===== src/rtl/ixc_regslice_7.sv =====
// Two-entry skid-buffer register slice for the 7-bit valid/ready bus feeding the assign template.
// Optional transfer counter output XCNT is enabled by defining IXC_REGSLICE_CNT_EN.
module ixc_regslice_7 #(
  parameter int W = 7
`ifdef IXC_REGSLICE_CNT_EN
  ,
  parameter int CNT_W = 8
`endif
) (
  input  logic             clk,
  input  logic             rst,
  input  logic [W-1:0]     R,
  input  logic             in_vld,
  output logic             in_rdy,
  output logic [W-1:0]     L,
  output logic             out_vld,
  input  logic             out_rdy
`ifdef IXC_REGSLICE_CNT_EN
  ,
  output logic [CNT_W-1:0] XCNT
`endif
);

  typedef enum logic [1:0] {
    EMPTY = 2'b00,
    ONE   = 2'b01,
    FULL  = 2'b10
  } state_t;

  state_t         state_q, state_d;
  logic [W-1:0]   main_q, main_d;
  logic [W-1:0]   skid_q, skid_d;
  logic           accept;
  logic           deliver;

  // Handshake decode uses registered state only; no path from out_rdy/in_vld.
  assign out_vld = (state_q == ONE) || (state_q == FULL);
  assign in_rdy  = ((state_q == EMPTY) || (state_q == ONE)) && !rst;
  assign L       = main_q;

  assign accept  = in_vld & in_rdy;
  assign deliver = out_vld & out_rdy;

  always_comb begin
    state_d = state_q;
    main_d  = main_q;
    skid_d  = skid_q;
    case (state_q)
      EMPTY: begin
        if (accept) begin
          main_d  = R;
          state_d = ONE;
        end
      end
      ONE: begin
        if (accept && deliver) begin
          main_d = R;
        end else if (accept) begin
          skid_d  = R;
          state_d = FULL;
        end else if (deliver) begin
          state_d = EMPTY;
        end
      end
      FULL: begin
        if (deliver) begin
          main_d  = skid_q;
          state_d = ONE;
        end
      end
      default: begin
        state_d = EMPTY;
      end
    endcase
  end

  always_ff @(posedge clk) begin
    if (rst) begin
      state_q <= EMPTY;
      main_q  <= '0;
      skid_q  <= '0;
    end else begin
      state_q <= state_d;
      main_q  <= main_d;
      skid_q  <= skid_d;
    end
  end

`ifdef IXC_REGSLICE_CNT_EN
  logic [CNT_W-1:0] cnt_q, cnt_d;

  // Free-running wrap on overflow; no saturation.
  always_comb begin
    cnt_d = cnt_q;
    if (deliver) cnt_d = cnt_q + CNT_W'(1);
  end

  always_ff @(posedge clk) begin
    if (rst) cnt_q <= '0;
    else     cnt_q <= cnt_d;
  end

  assign XCNT = cnt_q;
`endif

endmodule


===== config.mk =====
export PLATFORM = sky130hd
export DESIGN_NAME = ixc_regslice_7
export DESIGN_NICKNAME = d
export VERILOG_FILES = /design/src/rtl/ixc_regslice_7.sv
export SDC_FILE = /design/constraint.sdc
export NUM_CORES = 1
export LEC_CHECK = 0
export ABC_AREA = 1
export CAP_MARGIN = 0
export CORE_MARGIN = 5
export CORE_UTILIZATION = 40
export DETAILED_ROUTE_END_ITERATION = 16
export PLACE_DENSITY_LB_ADDON = 0.25
export SKIP_CTS_REPAIR_TIMING = 1
export SYNTH_ARGS = -nofsm -noshare
export SYNTH_HDL_FRONTEND = slang
export SYNTH_SLANG_ARGS = --single-unit

===== constraint.sdc =====
create_clock -name clk -period 2.9 [get_ports clk]
set_input_delay 0.58 -clock clk [delete_from_list [all_inputs] [get_ports clk]]
set_output_delay 0.58 -clock clk [all_outputs]
set_load 0.02 [all_outputs]

Word-level counts from Yosys, hierarchy flattened --
Index checks and enable logic that the tools add are counted.
Word-level totals: bits in registers 16, output and inout bits 9, word-level logic and storage cells 33, input bits 11
Operators by class: equal/unequal tests 7, multiplexer cells 10, reductions and logical operators 10, bitwise logic cells 3
Operators by type and width (number):
- 2-to-1 mux 7 bit | 3
- one-hot mux 7 bit (3 select lines) | 1
- 2-to-1 mux 2 bit | 5
- AND reduction 4 bit | 2
- != test 2 bit, second input constant | 3
- one-hot mux 2 bit (3 select lines) | 1
- != test 3 bit, second input constant | 1
- AND reduction 3 bit | 1
- nonzero test 3 bit | 1
- bitwise AND 1 bit | 2
- equality test 2 x 1 -> 1 bit, second input constant | 1
- equality test 2 bit, second input constant | 1
- logical AND 1 bit | 2
- logical NOT 2 bit | 1
- logical OR 1 bit | 2
- != test 2 x 1 -> 1 bit, second input constant | 1
- logical NOT 1 bit | 1
- NOT 1 bit | 1

Longest topological paths before layout --
depth in word-level cells 7, depth in mapped cells 11, gate-level depth less buffers 11

Worst setup path before layout --
OpenSTA, ideal clock, no wires.
kind reg-to-reg, start point reg state_q[0], end point reg main_q[4], in the netlist L[4], setup time 0.115 ns, arrival 1.560 ns, data required time 2.785 ns, period minus slack after synthesis 1.675 ns, path buffers 1, cell stages (with the launch flop) 11, path slack 1.225 ns, path through dfxtp_1 > inv_1 > ha_1 > nand2_1 > inv_1 > nand3_2 > nand2_2 > buf_8 > nand3_1 > nand2_1 > nor2_1
Between the ends: elaborated cells on any way between the ends 15, those cells by class 5 x eq/ne; 1 x mux; 2 x bitwise; 7 x reduce/logical
RTL lines:
- start, declared | line 30 | state_t state_q, state_d;
- start signal, assigned | line 83 | state_q <= state_d;
- equality test 2 x 1 -> 1 bit or equality test 2 bit (tied branches) | line 37 | assign out_vld = (state_q == ONE) || (state_q == FULL);
- logical OR 1 bit (*) | line 37
- via out_vld | line 16 | output logic out_vld,
- bitwise AND 1 bit (*) | line 42 | assign deliver = out_vld & out_rdy;
- logical AND 1 bit | line 56 | if (accept && deliver) begin
- != test 2 x 1 -> 1 bit (no line)
- AND reduction 4 bit (no line) (*)
- end signal, assigned | line 84 | main_q <= main_d;
- end, declared | line 31 | logic [W-1:0] main_q, main_d;
The timed path passes the listed nets; every way through them passes the cells marked *. A chain may end at the register's enable or synchronous reset.

Final worst setup path --
start point in rst, end point out in_rdy
Between the ends: longest elaborated chain between the ends 2
RTL lines:
- start, declared | line 11 | input logic rst,
- logical NOT 1 bit | line 38 | assign in_rdy = ((state_q == EMPTY) || (state_q == ONE)) && !rst;
- logical AND 1 bit | line 38
- end, declared | line 14 | output logic in_rdy,
Every way passes these cells.

==> impl_metrics.env <==
export IMPL_max_freq_mhz=407
export IMPL_placed_area_um2=1100
export IMPL_ys_types=20
export IMPL_hp_class="reg2reg"
export IMPL_fp_dieW_um=58.0
export IMPL_io_pin_count=20
export IMPL_drv_slew=0
export IMPL_cts_sinks=16
export IMPL_cts_buffers=3
export IMPL_cts_tree="done"
export IMPL_root_buffer="clkbuf_4"
export IMPL_start_util_pct=41.6
export IMPL_dp_hpwl_um=1330
export IMPL_slew_headroom_pct=67.6
export IMPL_clk_insertion_delay_late_ps=280
export IMPL_final_cell_mix="nor2_1, clkdlybuf4s50_1, nand2_1"
export IMPL_remaining_drc_errors=0
export IMPL_timing_rr_start="state_q[0]"
export IMPL_port_buffer_count=19
export IMPL_cts_htree_levels=1
export IMPL_synth_seq_cells=16
export IMPL_n_antenna_cell=0
export IMPL_cts_buffer_depth=2
export IMPL_reg2reg_to="L[0]"
export IMPL_via_per_inst=4.64
export IMPL_grt_pass1_vias=700
export IMPL_dp_slack_ps=434
export IMPL_worstMarginPinSlew_ps=487
export IMPL_first_pass_iters=6
export IMPL_status="completed"
export IMPL_wl_per_cell_um=10.3
export IMPL_synth_area_leaders="dfxtp_1, nor2_1, ha_1"
export IMPL_period_needed_ps=2450
export IMPL_rows=17
export IMPL_fin_setup_tns_ps=0
export IMPL_mostFrequentLayoutCell="nor2_1"
export IMPL_leakagePower_nw=0.489
export IMPL_path_clk_slew_ps=80
export IMPL_endpoint="in_rdy"
export IMPL_final_hold_violation_count=0
export IMPL_grt_max_degree=18
export IMPL_synth_cells=125
export IMPL_arrival_ps=1870
export IMPL_syn_to_final_growth_pct=22.4
export IMPL_finalInstanceArea_um2=1130
export IMPL_ys_seq_area_share_pct=34.8
export IMPL_yosys_area_top_type="dfxtp_1"
export IMPL_grt_usage_pct=11.6
export IMPL_crit_fanout=3
export IMPL_fin_ws_ps=446
export IMPL_final_antenna_net_count=0
export IMPL_drt_iter0_drc=16
export IMPL_max_cap_violations=0
export IMPL_rsz0062_at_grt="false"
export IMPL_antenna_found_initial=0
export IMPL_place_congestion=0.845
export IMPL_core_area_um2=2210
export IMPL_dp_cells=168
export IMPL_peakVddDrop_mv=0.398
export IMPL_die_area_um2=3360
export IMPL_dieHeight_um=58.0
export IMPL_syn_num_nets=142
export IMPL_avgSynthCellArea_um2=7.37
export IMPL_clock_skew_ps=2.85
export IMPL_drive_above_1_share_pct=9.79
export IMPL_stdcell_count=171
export IMPL_cp_required_ps=2320
export IMPL_grt_pass1_wl_um=3040
export IMPL_min_delay_start="skid_q[6]"
export IMPL_powerDensity_nw_per_um2=845
export IMPL_synth_top_cell_area_share_pct=34.8
export IMPL_num_vias=794
export IMPL_wirelength_um=1770
export IMPL_worstSetupPathType="in2out"
export IMPL_yosysWarnings=0
export IMPL_end_kind="output port"
export IMPL_setup_viol=0
export IMPL_r2r_setup_slack_ps=1120
export IMPL_period_share_pct=84.6
export IMPL_synth_area_um2=921
export IMPL_startpoint="rst"
export IMPL_finalNetCount=162
export IMPL_start_kind="input pin"
export IMPL_gr_total_overflow=0
export IMPL_r2r_cells=8
export IMPL_nFillCells=241
[area by class of cell]
cell class              instances  area, µm²  area share (%)
clock buffers                   3       22.5            2.00
repair buffers                 19        190            16.9
flip-flops and latches         16        320            28.4
inverters                      12       45.0            4.00
multi-input cells              93        514            45.6
well taps                      28       35.0            3.11
[critical path: stages]
cell             delay, ps
clkdlybuf4s50_1        480
nor2_2                 190
clkdlybuf4s50_1        630
[power by group]
part	leakage, nW	internal, mW	switching [mW]
clock	0.0138	0.0482	0.0631
combinational	0.344	0.226	0.301
sequential	0.131	0.276	0.0375
[worst min-delay path by stage]
| stage | endpoint | slack, ps | cells past startpoint |
|---|---|---|---|
| 2_1_floorplan | skid_q[0] | 450 | 2 |
| 3_3_place_gp | L[3] | 460 | 2 |
| 3_5_place_dp | skid_q[0] | 470 | 2 |
| 4_1_cts | skid_q[5] | 490 | 2 |
| 5_1_grt | skid_q[3] | 510 | 2 |
| 6_report | skid_q[6] | 490 | 2 |
[metrics by stage]
stage	power [mW]	util, %	hold slack (ps)
CTS	0.965	51.0	491
finish	0.952	51.0	490
floorplan	0.730	-	455
detailed placement	0.851	49.9	472
global route	1.04	51.0	514
global placement	0.841	49.9	460
[synth_stat cells]
| cell type | n |
|---|---|
| nand3_2 | 1 |
| nor2_2 | 2 |
| mux2i_1 | 7 |
| buf_1 | 1 |
| buf_8 | 2 |
| nand2_1 | 18 |
| inv_2 | 2 |
| nand2_2 | 3 |
| nor2_4 | 1 |
| ha_1 | 6 |
| dfxtp_1 | 16 |
| nand4_1 | 1 |
| a21oi_2 | 1 |
| inv_1 | 10 |
| buf_4 | 1 |
| o21ai_2 | 1 |
| nor2_1 | 28 |
| nand3_1 | 11 |
| a21oi_1 | 6 |
| o21ai_0 | 7 |
[state kept, by name (all words and copies together) (netlist names)]
name	count
skid_q	7
L	7
state_q	2
[logic make-up (layout without fill, tap and decap cells)]
kind of cell,after synthesis,in the layout,synth area share [%]
AO/OA/AOI/OAI,15,15,8.97
adder cells (fa/ha/maj),6,6,8.15
buffers and inverters,16,34,9.38
flip-flops,16,16,34.8
multiplexers,7,7,7.61
AND/OR/NAND/NOR,65,65,31.1
[layer usage]
layer / share of wire (%) / global-route usage (%) / up-vias
met5: 0 / 0 / -
met4: 0.68 / 3.97 / 0
met3: 6.3 / 4.90 / 2
met2: 48 / 16.6 / 17
met1: 45 / 15.5 / 339
li1: - / - / 436
(Power assumes the default switching activity.)
